--- config.mk ---
export PLATFORM = sky130hd
export DESIGN_NAME = nnrv_alu_arb_flat
export DESIGN_NICKNAME = d
export VERILOG_FILES = /design/src/rtl/nnrv_alu_arb_if.sv /design/src/rtl/nnrv_alu_arb.sv /design/src/flat_wrapper.sv
export SDC_FILE = /design/constraint.sdc
export NUM_CORES = 1
export LEC_CHECK = 0
export CORE_AREA = 4 4 113 195
export DETAILED_ROUTE_END_ITERATION = 10
export DIE_AREA = 0 0 117 199
export PLACE_DENSITY_LB_ADDON = 0.25
export SETUP_SLACK_MARGIN = 0.15
export SKIP_CTS_REPAIR_TIMING = 1
export SLEW_MARGIN = 20
export SYNTH_ARGS = -nofsm -noshare
export SYNTH_HDL_FRONTEND = slang
export SYNTH_SLANG_ARGS = --single-unit
--- constraint.sdc ---
create_clock -name i_clk -period 1.53 [get_ports i_clk]
set_input_delay 0.306 -clock i_clk [delete_from_list [all_inputs] [get_ports i_clk]]
set_output_delay 0.306 -clock i_clk [all_outputs]
set_load 0.01 [all_outputs]
--- src/rtl/nnrv_alu_arb_if.sv ---
// Requester, shared-ALU and response signal bundle for nnrv_alu_arb.
// slave = arbiter side, master = requester/ALU environment side.
interface nnrv_alu_arb_if #(
  parameter int XLEN = 32
);
  logic            i_req0_valid;
  logic            o_req0_ready;
  logic [XLEN-1:0] i_req0_op1;
  logic [XLEN-1:0] i_req0_op2;
  logic [3:0]      i_req0_exec_type;
  logic [4:0]      i_req0_rd;
  logic            i_req1_valid;
  logic            o_req1_ready;
  logic [XLEN-1:0] i_req1_op1;
  logic [XLEN-1:0] i_req1_op2;
  logic [3:0]      i_req1_exec_type;
  logic [4:0]      i_req1_rd;
  logic [XLEN-1:0] o_alu_op1;
  logic [XLEN-1:0] o_alu_op2;
  logic [3:0]      o_alu_exec_type;
  logic [4:0]      o_alu_rd;
  logic            i_alu_rd_en;
  logic [4:0]      i_alu_rd;
  logic [XLEN-1:0] i_alu_rd_reg;
  logic            o_rsp0_valid;
  logic            i_rsp0_ready;
  logic            o_rsp0_rd_en;
  logic [4:0]      o_rsp0_rd;
  logic [XLEN-1:0] o_rsp0_rd_reg;
  logic            o_rsp1_valid;
  logic            i_rsp1_ready;
  logic            o_rsp1_rd_en;
  logic [4:0]      o_rsp1_rd;
  logic [XLEN-1:0] o_rsp1_rd_reg;

  modport slave (
    input  i_req0_valid, i_req0_op1, i_req0_op2, i_req0_exec_type, i_req0_rd,
    input  i_req1_valid, i_req1_op1, i_req1_op2, i_req1_exec_type, i_req1_rd,
    output o_req0_ready, o_req1_ready,
    output o_alu_op1, o_alu_op2, o_alu_exec_type, o_alu_rd,
    input  i_alu_rd_en, i_alu_rd, i_alu_rd_reg,
    input  i_rsp0_ready, i_rsp1_ready,
    output o_rsp0_valid, o_rsp0_rd_en, o_rsp0_rd, o_rsp0_rd_reg,
    output o_rsp1_valid, o_rsp1_rd_en, o_rsp1_rd, o_rsp1_rd_reg
  );

  modport master (
    output i_req0_valid, i_req0_op1, i_req0_op2, i_req0_exec_type, i_req0_rd,
    output i_req1_valid, i_req1_op1, i_req1_op2, i_req1_exec_type, i_req1_rd,
    input  o_req0_ready, o_req1_ready,
    input  o_alu_op1, o_alu_op2, o_alu_exec_type, o_alu_rd,
    output i_alu_rd_en, i_alu_rd, i_alu_rd_reg,
    output i_rsp0_ready, i_rsp1_ready,
    input  o_rsp0_valid, o_rsp0_rd_en, o_rsp0_rd, o_rsp0_rd_reg,
    input  o_rsp1_valid, o_rsp1_rd_en, o_rsp1_rd, o_rsp1_rd_reg
  );
endinterface

--- src/rtl/nnrv_alu_arb.sv ---
// Two-requester arbiter in front of a shared registered ALU, one outstanding op per requester.
// Define NNRV_ALU_ARB_FIXED_PRI_EN for fixed priority (requester 0 wins); default is round-robin.
module nnrv_alu_arb #(
  parameter int XLEN = 32
) (
  input  logic          i_clk,
  input  logic          i_rst_n,
  nnrv_alu_arb_if.slave bus
);
  logic [1:0]      busy_r;
  logic [1:0]      elig_s;
  logic [1:0]      ready_s;
  logic [1:0]      acc_s;
  logic [1:0]      rsp_ready_s;
  logic [1:0]      rsp_hs_s;
  logic [1:0]      cap_s;
  logic            tag1_valid_r;
  logic            tag1_owner_r;
  logic            tag2_valid_r;
  logic            tag2_owner_r;
  logic [XLEN-1:0] alu_op1_r;
  logic [XLEN-1:0] alu_op2_r;
  logic [3:0]      alu_exec_type_r;
  logic [4:0]      alu_rd_r;
  logic [1:0]      rsp_valid_r;
  logic [1:0]      rsp_rd_en_r;
  logic [4:0]      rsp_rd_r     [2];
  logic [XLEN-1:0] rsp_rd_reg_r [2];

  // Eligibility, response handshakes and result-capture strobes
  always_comb begin
    elig_s      = {bus.i_req1_valid & ~busy_r[1], bus.i_req0_valid & ~busy_r[0]};
    rsp_ready_s = {bus.i_rsp1_ready, bus.i_rsp0_ready};
    rsp_hs_s    = rsp_valid_r & rsp_ready_s;
    cap_s       = {tag2_valid_r & tag2_owner_r, tag2_valid_r & ~tag2_owner_r};
  end

`ifdef NNRV_ALU_ARB_FIXED_PRI_EN
  // Grant: requester 0 always wins a tie; ready never looks at its own valid
  always_comb begin
    ready_s = 2'b00;
    if (i_rst_n) begin
      ready_s[0] = ~busy_r[0];
      ready_s[1] = ~busy_r[1] & ~elig_s[0];
    end else begin
      ready_s = 2'b00;
    end
  end
`else
  logic prio_r;  // 1: requester 1 is preferred on the next tie

  // Round-robin pointer, moves only when something is accepted
  always_ff @(posedge i_clk or negedge i_rst_n) begin
    if (!i_rst_n) begin
      prio_r <= 1'b0;
    end else if (acc_s[0]) begin
      prio_r <= 1'b1;
    end else if (acc_s[1]) begin
      prio_r <= 1'b0;
    end
  end

  // Grant: pointer breaks ties; ready never looks at its own valid
  always_comb begin
    ready_s = 2'b00;
    if (i_rst_n) begin
      ready_s[0] = ~busy_r[0] & (~elig_s[1] | ~prio_r);
      ready_s[1] = ~busy_r[1] & (~elig_s[0] | prio_r);
    end else begin
      ready_s = 2'b00;
    end
  end
`endif

  assign acc_s = ready_s & {bus.i_req1_valid, bus.i_req0_valid};

  // Outstanding-operation flags: set on accept, cleared on response handshake
  always_ff @(posedge i_clk or negedge i_rst_n) begin
    if (!i_rst_n) begin
      busy_r <= 2'b00;
    end else begin
      for (int n = 0; n < 2; n++) begin
        if (acc_s[n]) begin
          busy_r[n] <= 1'b1;
        end else if (rsp_hs_s[n]) begin
          busy_r[n] <= 1'b0;
        end
      end
    end
  end

  // ALU issue stage; idle cycles drive exec_type 0 and hold the other fields
  always_ff @(posedge i_clk or negedge i_rst_n) begin
    if (!i_rst_n) begin
      alu_op1_r       <= {XLEN{1'b0}};
      alu_op2_r       <= {XLEN{1'b0}};
      alu_exec_type_r <= 4'd0;
      alu_rd_r        <= 5'd0;
      tag1_valid_r    <= 1'b0;
      tag1_owner_r    <= 1'b0;
    end else if (acc_s[0]) begin
      alu_op1_r       <= bus.i_req0_op1;
      alu_op2_r       <= bus.i_req0_op2;
      alu_exec_type_r <= bus.i_req0_exec_type;
      alu_rd_r        <= bus.i_req0_rd;
      tag1_valid_r    <= 1'b1;
      tag1_owner_r    <= 1'b0;
    end else if (acc_s[1]) begin
      alu_op1_r       <= bus.i_req1_op1;
      alu_op2_r       <= bus.i_req1_op2;
      alu_exec_type_r <= bus.i_req1_exec_type;
      alu_rd_r        <= bus.i_req1_rd;
      tag1_valid_r    <= 1'b1;
      tag1_owner_r    <= 1'b1;
    end else begin
      alu_exec_type_r <= 4'd0;
      tag1_valid_r    <= 1'b0;
    end
  end

  // Owner tag delayed one more stage to line up with the ALU's registered result
  always_ff @(posedge i_clk or negedge i_rst_n) begin
    if (!i_rst_n) begin
      tag2_valid_r <= 1'b0;
      tag2_owner_r <= 1'b0;
    end else begin
      tag2_valid_r <= tag1_valid_r;
      tag2_owner_r <= tag1_owner_r;
    end
  end

  // Per-requester response buffers; untagged ALU results are ignored
  always_ff @(posedge i_clk or negedge i_rst_n) begin
    if (!i_rst_n) begin
      rsp_valid_r <= 2'b00;
      rsp_rd_en_r <= 2'b00;
      for (int n = 0; n < 2; n++) begin
        rsp_rd_r[n]     <= 5'd0;
        rsp_rd_reg_r[n] <= {XLEN{1'b0}};
      end
    end else begin
      for (int n = 0; n < 2; n++) begin
        if (cap_s[n]) begin
          rsp_valid_r[n]  <= 1'b1;
          rsp_rd_en_r[n]  <= bus.i_alu_rd_en;
          rsp_rd_r[n]     <= bus.i_alu_rd;
          rsp_rd_reg_r[n] <= bus.i_alu_rd_reg;
        end else if (rsp_hs_s[n]) begin
          rsp_valid_r[n]  <= 1'b0;
          rsp_rd_en_r[n]  <= 1'b0;
          rsp_rd_r[n]     <= 5'd0;
          rsp_rd_reg_r[n] <= {XLEN{1'b0}};
        end
      end
    end
  end

  assign bus.o_req0_ready    = ready_s[0];
  assign bus.o_req1_ready    = ready_s[1];
  assign bus.o_alu_op1       = alu_op1_r;
  assign bus.o_alu_op2       = alu_op2_r;
  assign bus.o_alu_exec_type = alu_exec_type_r;
  assign bus.o_alu_rd        = alu_rd_r;
  assign bus.o_rsp0_valid    = rsp_valid_r[0];
  assign bus.o_rsp0_rd_en    = rsp_rd_en_r[0];
  assign bus.o_rsp0_rd       = rsp_rd_r[0];
  assign bus.o_rsp0_rd_reg   = rsp_rd_reg_r[0];
  assign bus.o_rsp1_valid    = rsp_valid_r[1];
  assign bus.o_rsp1_rd_en    = rsp_rd_en_r[1];
  assign bus.o_rsp1_rd       = rsp_rd_r[1];
  assign bus.o_rsp1_rd_reg   = rsp_rd_reg_r[1];
endmodule

--- src/flat_wrapper.sv ---
// flat-port wrapper written by rule: the top's interface ports become plain ports
module nnrv_alu_arb_flat 
#(
  parameter int XLEN = 32
)
  (i_clk, i_rst_n, bus_i_req0_valid, bus_i_req0_op1, bus_i_req0_op2, bus_i_req0_exec_type, bus_i_req0_rd, bus_i_req1_valid, bus_i_req1_op1, bus_i_req1_op2, bus_i_req1_exec_type, bus_i_req1_rd, bus_o_req0_ready, bus_o_req1_ready, bus_o_alu_op1, bus_o_alu_op2, bus_o_alu_exec_type, bus_o_alu_rd, bus_i_alu_rd_en, bus_i_alu_rd, bus_i_alu_rd_reg, bus_i_rsp0_ready, bus_i_rsp1_ready, bus_o_rsp0_valid, bus_o_rsp0_rd_en, bus_o_rsp0_rd, bus_o_rsp0_rd_reg, bus_o_rsp1_valid, bus_o_rsp1_rd_en, bus_o_rsp1_rd, bus_o_rsp1_rd_reg);
  nnrv_alu_arb_if #(.XLEN(XLEN)) bus_i ();
  input  logic i_clk;
  input  logic i_rst_n;
  input wire logic [$bits(bus_i.i_req0_valid)-1:0] bus_i_req0_valid;
  input wire logic [$bits(bus_i.i_req0_op1)-1:0] bus_i_req0_op1;
  input wire logic [$bits(bus_i.i_req0_op2)-1:0] bus_i_req0_op2;
  input wire logic [$bits(bus_i.i_req0_exec_type)-1:0] bus_i_req0_exec_type;
  input wire logic [$bits(bus_i.i_req0_rd)-1:0] bus_i_req0_rd;
  input wire logic [$bits(bus_i.i_req1_valid)-1:0] bus_i_req1_valid;
  input wire logic [$bits(bus_i.i_req1_op1)-1:0] bus_i_req1_op1;
  input wire logic [$bits(bus_i.i_req1_op2)-1:0] bus_i_req1_op2;
  input wire logic [$bits(bus_i.i_req1_exec_type)-1:0] bus_i_req1_exec_type;
  input wire logic [$bits(bus_i.i_req1_rd)-1:0] bus_i_req1_rd;
  output wire logic [$bits(bus_i.o_req0_ready)-1:0] bus_o_req0_ready;
  output wire logic [$bits(bus_i.o_req1_ready)-1:0] bus_o_req1_ready;
  output wire logic [$bits(bus_i.o_alu_op1)-1:0] bus_o_alu_op1;
  output wire logic [$bits(bus_i.o_alu_op2)-1:0] bus_o_alu_op2;
  output wire logic [$bits(bus_i.o_alu_exec_type)-1:0] bus_o_alu_exec_type;
  output wire logic [$bits(bus_i.o_alu_rd)-1:0] bus_o_alu_rd;
  input wire logic [$bits(bus_i.i_alu_rd_en)-1:0] bus_i_alu_rd_en;
  input wire logic [$bits(bus_i.i_alu_rd)-1:0] bus_i_alu_rd;
  input wire logic [$bits(bus_i.i_alu_rd_reg)-1:0] bus_i_alu_rd_reg;
  input wire logic [$bits(bus_i.i_rsp0_ready)-1:0] bus_i_rsp0_ready;
  input wire logic [$bits(bus_i.i_rsp1_ready)-1:0] bus_i_rsp1_ready;
  output wire logic [$bits(bus_i.o_rsp0_valid)-1:0] bus_o_rsp0_valid;
  output wire logic [$bits(bus_i.o_rsp0_rd_en)-1:0] bus_o_rsp0_rd_en;
  output wire logic [$bits(bus_i.o_rsp0_rd)-1:0] bus_o_rsp0_rd;
  output wire logic [$bits(bus_i.o_rsp0_rd_reg)-1:0] bus_o_rsp0_rd_reg;
  output wire logic [$bits(bus_i.o_rsp1_valid)-1:0] bus_o_rsp1_valid;
  output wire logic [$bits(bus_i.o_rsp1_rd_en)-1:0] bus_o_rsp1_rd_en;
  output wire logic [$bits(bus_i.o_rsp1_rd)-1:0] bus_o_rsp1_rd;
  output wire logic [$bits(bus_i.o_rsp1_rd_reg)-1:0] bus_o_rsp1_rd_reg;
  assign bus_i.i_req0_valid = bus_i_req0_valid;
  assign bus_i.i_req0_op1 = bus_i_req0_op1;
  assign bus_i.i_req0_op2 = bus_i_req0_op2;
  assign bus_i.i_req0_exec_type = bus_i_req0_exec_type;
  assign bus_i.i_req0_rd = bus_i_req0_rd;
  assign bus_i.i_req1_valid = bus_i_req1_valid;
  assign bus_i.i_req1_op1 = bus_i_req1_op1;
  assign bus_i.i_req1_op2 = bus_i_req1_op2;
  assign bus_i.i_req1_exec_type = bus_i_req1_exec_type;
  assign bus_i.i_req1_rd = bus_i_req1_rd;
  assign bus_o_req0_ready = bus_i.o_req0_ready;
  assign bus_o_req1_ready = bus_i.o_req1_ready;
  assign bus_o_alu_op1 = bus_i.o_alu_op1;
  assign bus_o_alu_op2 = bus_i.o_alu_op2;
  assign bus_o_alu_exec_type = bus_i.o_alu_exec_type;
  assign bus_o_alu_rd = bus_i.o_alu_rd;
  assign bus_i.i_alu_rd_en = bus_i_alu_rd_en;
  assign bus_i.i_alu_rd = bus_i_alu_rd;
  assign bus_i.i_alu_rd_reg = bus_i_alu_rd_reg;
  assign bus_i.i_rsp0_ready = bus_i_rsp0_ready;
  assign bus_i.i_rsp1_ready = bus_i_rsp1_ready;
  assign bus_o_rsp0_valid = bus_i.o_rsp0_valid;
  assign bus_o_rsp0_rd_en = bus_i.o_rsp0_rd_en;
  assign bus_o_rsp0_rd = bus_i.o_rsp0_rd;
  assign bus_o_rsp0_rd_reg = bus_i.o_rsp0_rd_reg;
  assign bus_o_rsp1_valid = bus_i.o_rsp1_valid;
  assign bus_o_rsp1_rd_en = bus_i.o_rsp1_rd_en;
  assign bus_o_rsp1_rd = bus_i.o_rsp1_rd;
  assign bus_o_rsp1_rd_reg = bus_i.o_rsp1_rd_reg;
  nnrv_alu_arb #(.XLEN(XLEN)) u_core (.i_clk(i_clk), .i_rst_n(i_rst_n), .bus(bus_i));
endmodule
* Word level (Yosys, flattened, before mapping)
Index checks and enable logic that the tools add are counted.
** Word-level totals
- Register bits after elaboration :: 158
- Logic and storage cells :: 71
- Output and inout port bits :: 153
** Cells by class
- Reductions and logical operators :: 5
- Bitwise logic cells :: 16
- Multiplexer cells :: 31
** Operators by type and width (count)
- 32-bit two-way mux :: 8
- 5-bit two-way mux :: 6
- 1-bit two-way mux :: 14
- 2-bit nonzero test :: 5
- 4-bit two-way mux :: 2
- 1-bit bitwise AND :: 6
- 1-bit inverter :: 6
- 2-bit bitwise AND :: 2
- 2-bit two-way mux :: 1
- 1-bit OR :: 2

* Logic depth before layout (Yosys ltp)
Gate-level depths: netlist (run 1).
- Depth after elaboration :: 9
- Depth in mapped cells :: 7
- Gate-level depth less buffers :: 3

* Worst setup path before layout (run 1)
OpenSTA, ideal clock, no wires.
- Path type :: register -> register
- Start point :: reg u_core.busy_r[0]
- End point :: reg u_core.alu_op2_r[26], in the netlist u_core.bus.o_alu_op2[26]
- Period minus slack after synthesis :: 1.469 ns
- Arrival time :: 1.343 ns
- Setup slack :: 0.061 ns
- Setup time :: 0.127 ns
- Stages on the path, launching flop included :: 8
- Cells stage by stage :: dfrtp_1 > buf_6 > nand2b_4 > buf_6 > buf_6 > buf_6 > a221oi_2 > a2bb2oi_2
** Between the ends
- Longest elaborated chain between the ends :: 8
** RTL lines
- from (decl) :: RTL line nnrv_alu_arb.sv:10 : logic [1:0] busy_r;
- from (signal assigned) :: RTL line nnrv_alu_arb.sv:80 : busy_r <= 2'b00;
- from (signal, indexed assignment) :: RTL line nnrv_alu_arb.sv:84 : busy_r[n] <= 1'b1;
- from (signal, indexed assignment) :: RTL line nnrv_alu_arb.sv:86 : busy_r[n] <= 1'b0;
- 1-bit inverter (*) :: RTL line nnrv_alu_arb.sv:32, nnrv_alu_arb.sv:67
- 1-bit bitwise AND :: RTL line nnrv_alu_arb.sv:32 : elig_s = {bus.i_req1_valid & ~busy_r[1], bus.i_req0_valid & ~busy_r[0]};
- 1-bit inverter :: RTL line nnrv_alu_arb.sv:68 : ready_s[1] = ~busy_r[1] & (~elig_s[0] | prio_r);
- 1-bit OR :: RTL line nnrv_alu_arb.sv:68
- 1-bit bitwise AND :: RTL line nnrv_alu_arb.sv:68
- 2-bit two-way mux (*) :: RTL line nnrv_alu_arb.sv:66 : if (i_rst_n) begin
- 2-bit bitwise AND (*) :: RTL line nnrv_alu_arb.sv:75 : assign acc_s = ready_s & {bus.i_req1_valid, bus.i_req0_valid};
- 2-bit nonzero test (no line)
- to (signal assigned) :: RTL line nnrv_alu_arb.sv:96 : alu_op2_r <= {XLEN{1'b0}};
- to (signal assigned) :: RTL line nnrv_alu_arb.sv:103 : alu_op2_r <= bus.i_req0_op2;
- to (signal assigned) :: RTL line nnrv_alu_arb.sv:110 : alu_op2_r <= bus.i_req1_op2;
- to (decl) :: RTL line nnrv_alu_arb.sv:22 : logic [XLEN-1:0] alu_op2_r;
Every way passes the cells marked *; elsewhere a longest branch is shown, timed or not.
A chain may end at the register's enable or synchronous reset.

* Worst setup path after layout (run 1)
- Start point :: reg u_core.busy_r[0]
- End point :: out bus_o_req0_ready
** Between the ends
- Longest elaborated chain between the ends :: 3
** RTL lines
- 1-bit inverter :: RTL line nnrv_alu_arb.sv:67 : ready_s[0] = ~busy_r[0] & (~elig_s[1] | ~prio_r);
- 1-bit bitwise AND :: RTL line nnrv_alu_arb.sv:67
- 2-bit two-way mux :: RTL line nnrv_alu_arb.sv:66
- to (decl) :: RTL line flat_wrapper.sv:20 : output wire logic [$bits(bus_i.o_req0_ready)-1:0] bus_o_req0_ready;
No other way between the ends.

==> results of run 1 <==
worst min-delay path, delay by kind of cell:
kind	cells	cell delay [ns]
buf+inv	3	0.49
final cells by class:
type / instances / area [µm²] / share of cell area
diodes: 1 / 2.50 / 0.000188
clock buffers: 22 / 464 / 0.0348
clock inverters: 9 / 87.6 / 0.00656
inverters: 3 / 12.5 / 0.000938
multi-input cells: 385 / 3750 / 0.281
flip-flops and latches: 158 / 3960 / 0.297
well taps: 248 / 310 / 0.0233
repair buffers: 424 / 4760 / 0.357
layer usage:
layer,share of wire,GRT usage,up-vias
met5,0,0,-
met3,0.077,0.0767,46
met2,0.51,0.391,295
met1,0.38,0.287,3640
li1,-,-,3319
met4,0.026,0.0791,0
kinds of logic (layout without fill, tap and decap cells):
family,Yosys count,count (layout),synth area share
other cells,0,1,0
buf+inv,96,458,0.0609
simple gates,87,89,0.105
compound gates,295,296,0.318
flops,158,158,0.516
power by group through the flow:
stage          Clock [µW]  Sequential, µW  Combinational, µW
2_1_floorplan           0            7860               4560
3_3_place_gp            0            7170              11100
3_5_place_dp            0            7120              11200
4_1_cts              4180            7160              11200
5_1_grt              4320            7310              12400
6_report             4100            7090              11700
cells in the final DEF, fill, tap and decap left out, drive strengths merged, types with 2 or more instances in the layout:
cell           instances
a21o                   4
a21oi                  4
a221oi                69
a22o                  80
a2bb2oi               69
and4b                 69
buf                   83
clkbuf                29
clkdlybuf4s50        187
clkinv                 4
clkinvlp               4
dfrtp                158
dlymetal6s2s         147
inv                    3
nand2                  5
nand2b                 5
nand3b                 2
nor3                   3
o21ai                 70
worst paths after layout:
check / slack, ns / end / cells after the start
worst max-delay path: -0.24 / bus_o_req0_ready / 3
worst min-delay path: 0.03 / u_core.bus.o_alu_op1[18]$_DFFE_PN0P_ / 3
worst max register to register: -0.19 / u_core.tag1_owner_r$_DFFE_PN0P_ / 7
worst min register to register: 0.35 / u_core.tag2_valid_r$_DFF_PN0_ / 0
max in group asynchronous: 0.71 / u_core.rsp_valid_r[0]$_DFFE_PN0P_ / 4
min in group i_clk: 0.35 / u_core.tag2_valid_r$_DFF_PN0_ / 0
stage by stage:
step,instances,cell area [µm²]
6_report,1250,13300
5_1_grt,1250,13300
3_5_place_dp,1195,11800
3_3_place_gp,1195,11800
2_1_floorplan,636,7880
4_1_cts,1226,12400
==> flow_metrics.tcl, run 1 <==
set metrics [dict create \
    antenna_left 0 \
    preCtsSetupSlack_ns -0.692 \
    synth-main-ff-cell "dfrtp_1" \
    synth-edff-count 0 \
    max_stage_delay_ns 0.43 \
    hp-class "in2async" \
    worst_ir_drop_vdd_v 0.00103 \
    drive_above_1_share 0.209 \
    die_h_um 199 \
    clock_skew_ns 0.00802 \
    cts_sinks 158 \
    grtUsageTotal 0.236 \
    drc 0 \
    fin_ws_ns -0.237 \
    synth_area_per_cell_um2 12.0 \
    die-area_mm2 0.0233 \
    num_vias 7300 \
    cts_made_buffers 17 \
    path_buf_inv 2 \
    yosys.cell_types.count 30 \
    combPwrFrac 0.511 \
    p_int_uw 14900 \
    power.density_mw_per_mm2 1720 \
    drtIter0Drc 489 \
    synth_common_cells "dfrtp_1, a22o_1, and4b_1" \
    rows 69 \
    gp_congestion 0.776 \
    drv_cap 0 \
    final_net_count 1179 \
    cts_buffer_depth 2 \
    insertion_delay_ns 0.43 \
    drt_first_pass_iters 5 \
    cp.arrival_ns 1.46 \
    slew_headroom 0.591 \
    overflow 0 \
    worst_ep_required_time_ns 1.22 \
    async_reset_ff_frac 1.00 \
    path_cells "buf_4 -> nor3_4 -> buf_2" \
    h-tree-depth 4 \
    worst_slew_pin_slew_ns 0.613 \
    finalSetupViolCount 78 \
    synth_seq_area_share 0.516 \
    route.detailed.vias_per_inst 5.84 \
    start_util 0.376 \
    core-area_mm2 0.0204 \
    boundaryPins 343 \
    wl_mm 29.7 \
    final_core_util 0.655 \
    die_width_um 117 \
    antenna_found_initial 1 \
    io_buffers 342 \
    switchingPower_uw 8010 \
    clockRootBuffer "clkbuf_16" \
    grt_max_degree 64 \
    synthCells 636 \
    end_kind "output pin" \
    crit_family "flip-flops" \
    switching_share 0.350 \
    fill_cells 1547 \
    clkSlewWorstSetupHoldPaths_ns 0.06 \
    cp_slowest_cell "dfrtp_2" \
    status "complete, but fails checks" \
    syn_nets 826 \
    finalHoldViolations 0 \
    whs_ns 0.0278 \
    ys_ff_latch 158 \
    area_growth_syn_to_layout_pct 74.2 \
    critPathLaunchType "flip-flop" \
    yosysMostFrequentCell "dfrtp_1" \
    crit_fanout 4 \
    avgRoutedWirePerCell_um 23.8 \
    max_freq_mhz 566 \
    finalCriticalPeriod_ns 1.77 \
    grt_pass1_vias 7583 \
    clkPwrFrac 0.179 \
    ys_warn_count 0 \
    yosys-top-cells-area "dfrtp_1, a22o_1, and4b_1" \
    tritoncts "yes" \
    yosysTopAreaCellShare 0.516 \
    grt_pass1_wl_mm 42.6 \
    criticalPathCategory "reg2out" \
    p_seq_frac 0.310 \
    slew_viol_final 0 \
    yosysTopAreaCell "dfrtp_1" \
    netlist_area_mm2 0.00766 \
    setup_tns_ns -8.86 \
    rsz0062_at_grt "true" \
    violations "negative setup slack" \
    place_hpwl_mm 19.3 \
    power.leakage_uw 0.00707 \
    fin_crit_sh 1.15 \
    power_uw 22900 \
    startpoint "u_core.busy_r[0]$_DFFE_PN0P_" \
    reg2reg_from "u_core.busy_r[0]$_DFFE_PN0P_" \
]
Power figures use the tool's default switching activity.
==> run 2, diff against run 1 <==
--- a/config.mk
+++ b/config.mk
@@ -6,6 +6,7 @@
 export NUM_CORES = 1
 export LEC_CHECK = 0
 export CORE_AREA = 4 4 113 195
+export CTS_CLUSTER_DIAMETER = 200
 export DETAILED_ROUTE_END_ITERATION = 10
 export DIE_AREA = 0 0 117 199
 export PLACE_DENSITY_LB_ADDON = 0.25
==> results of run 2 <==
No change in the layout: final DEF, timing and power equal those of run 1.
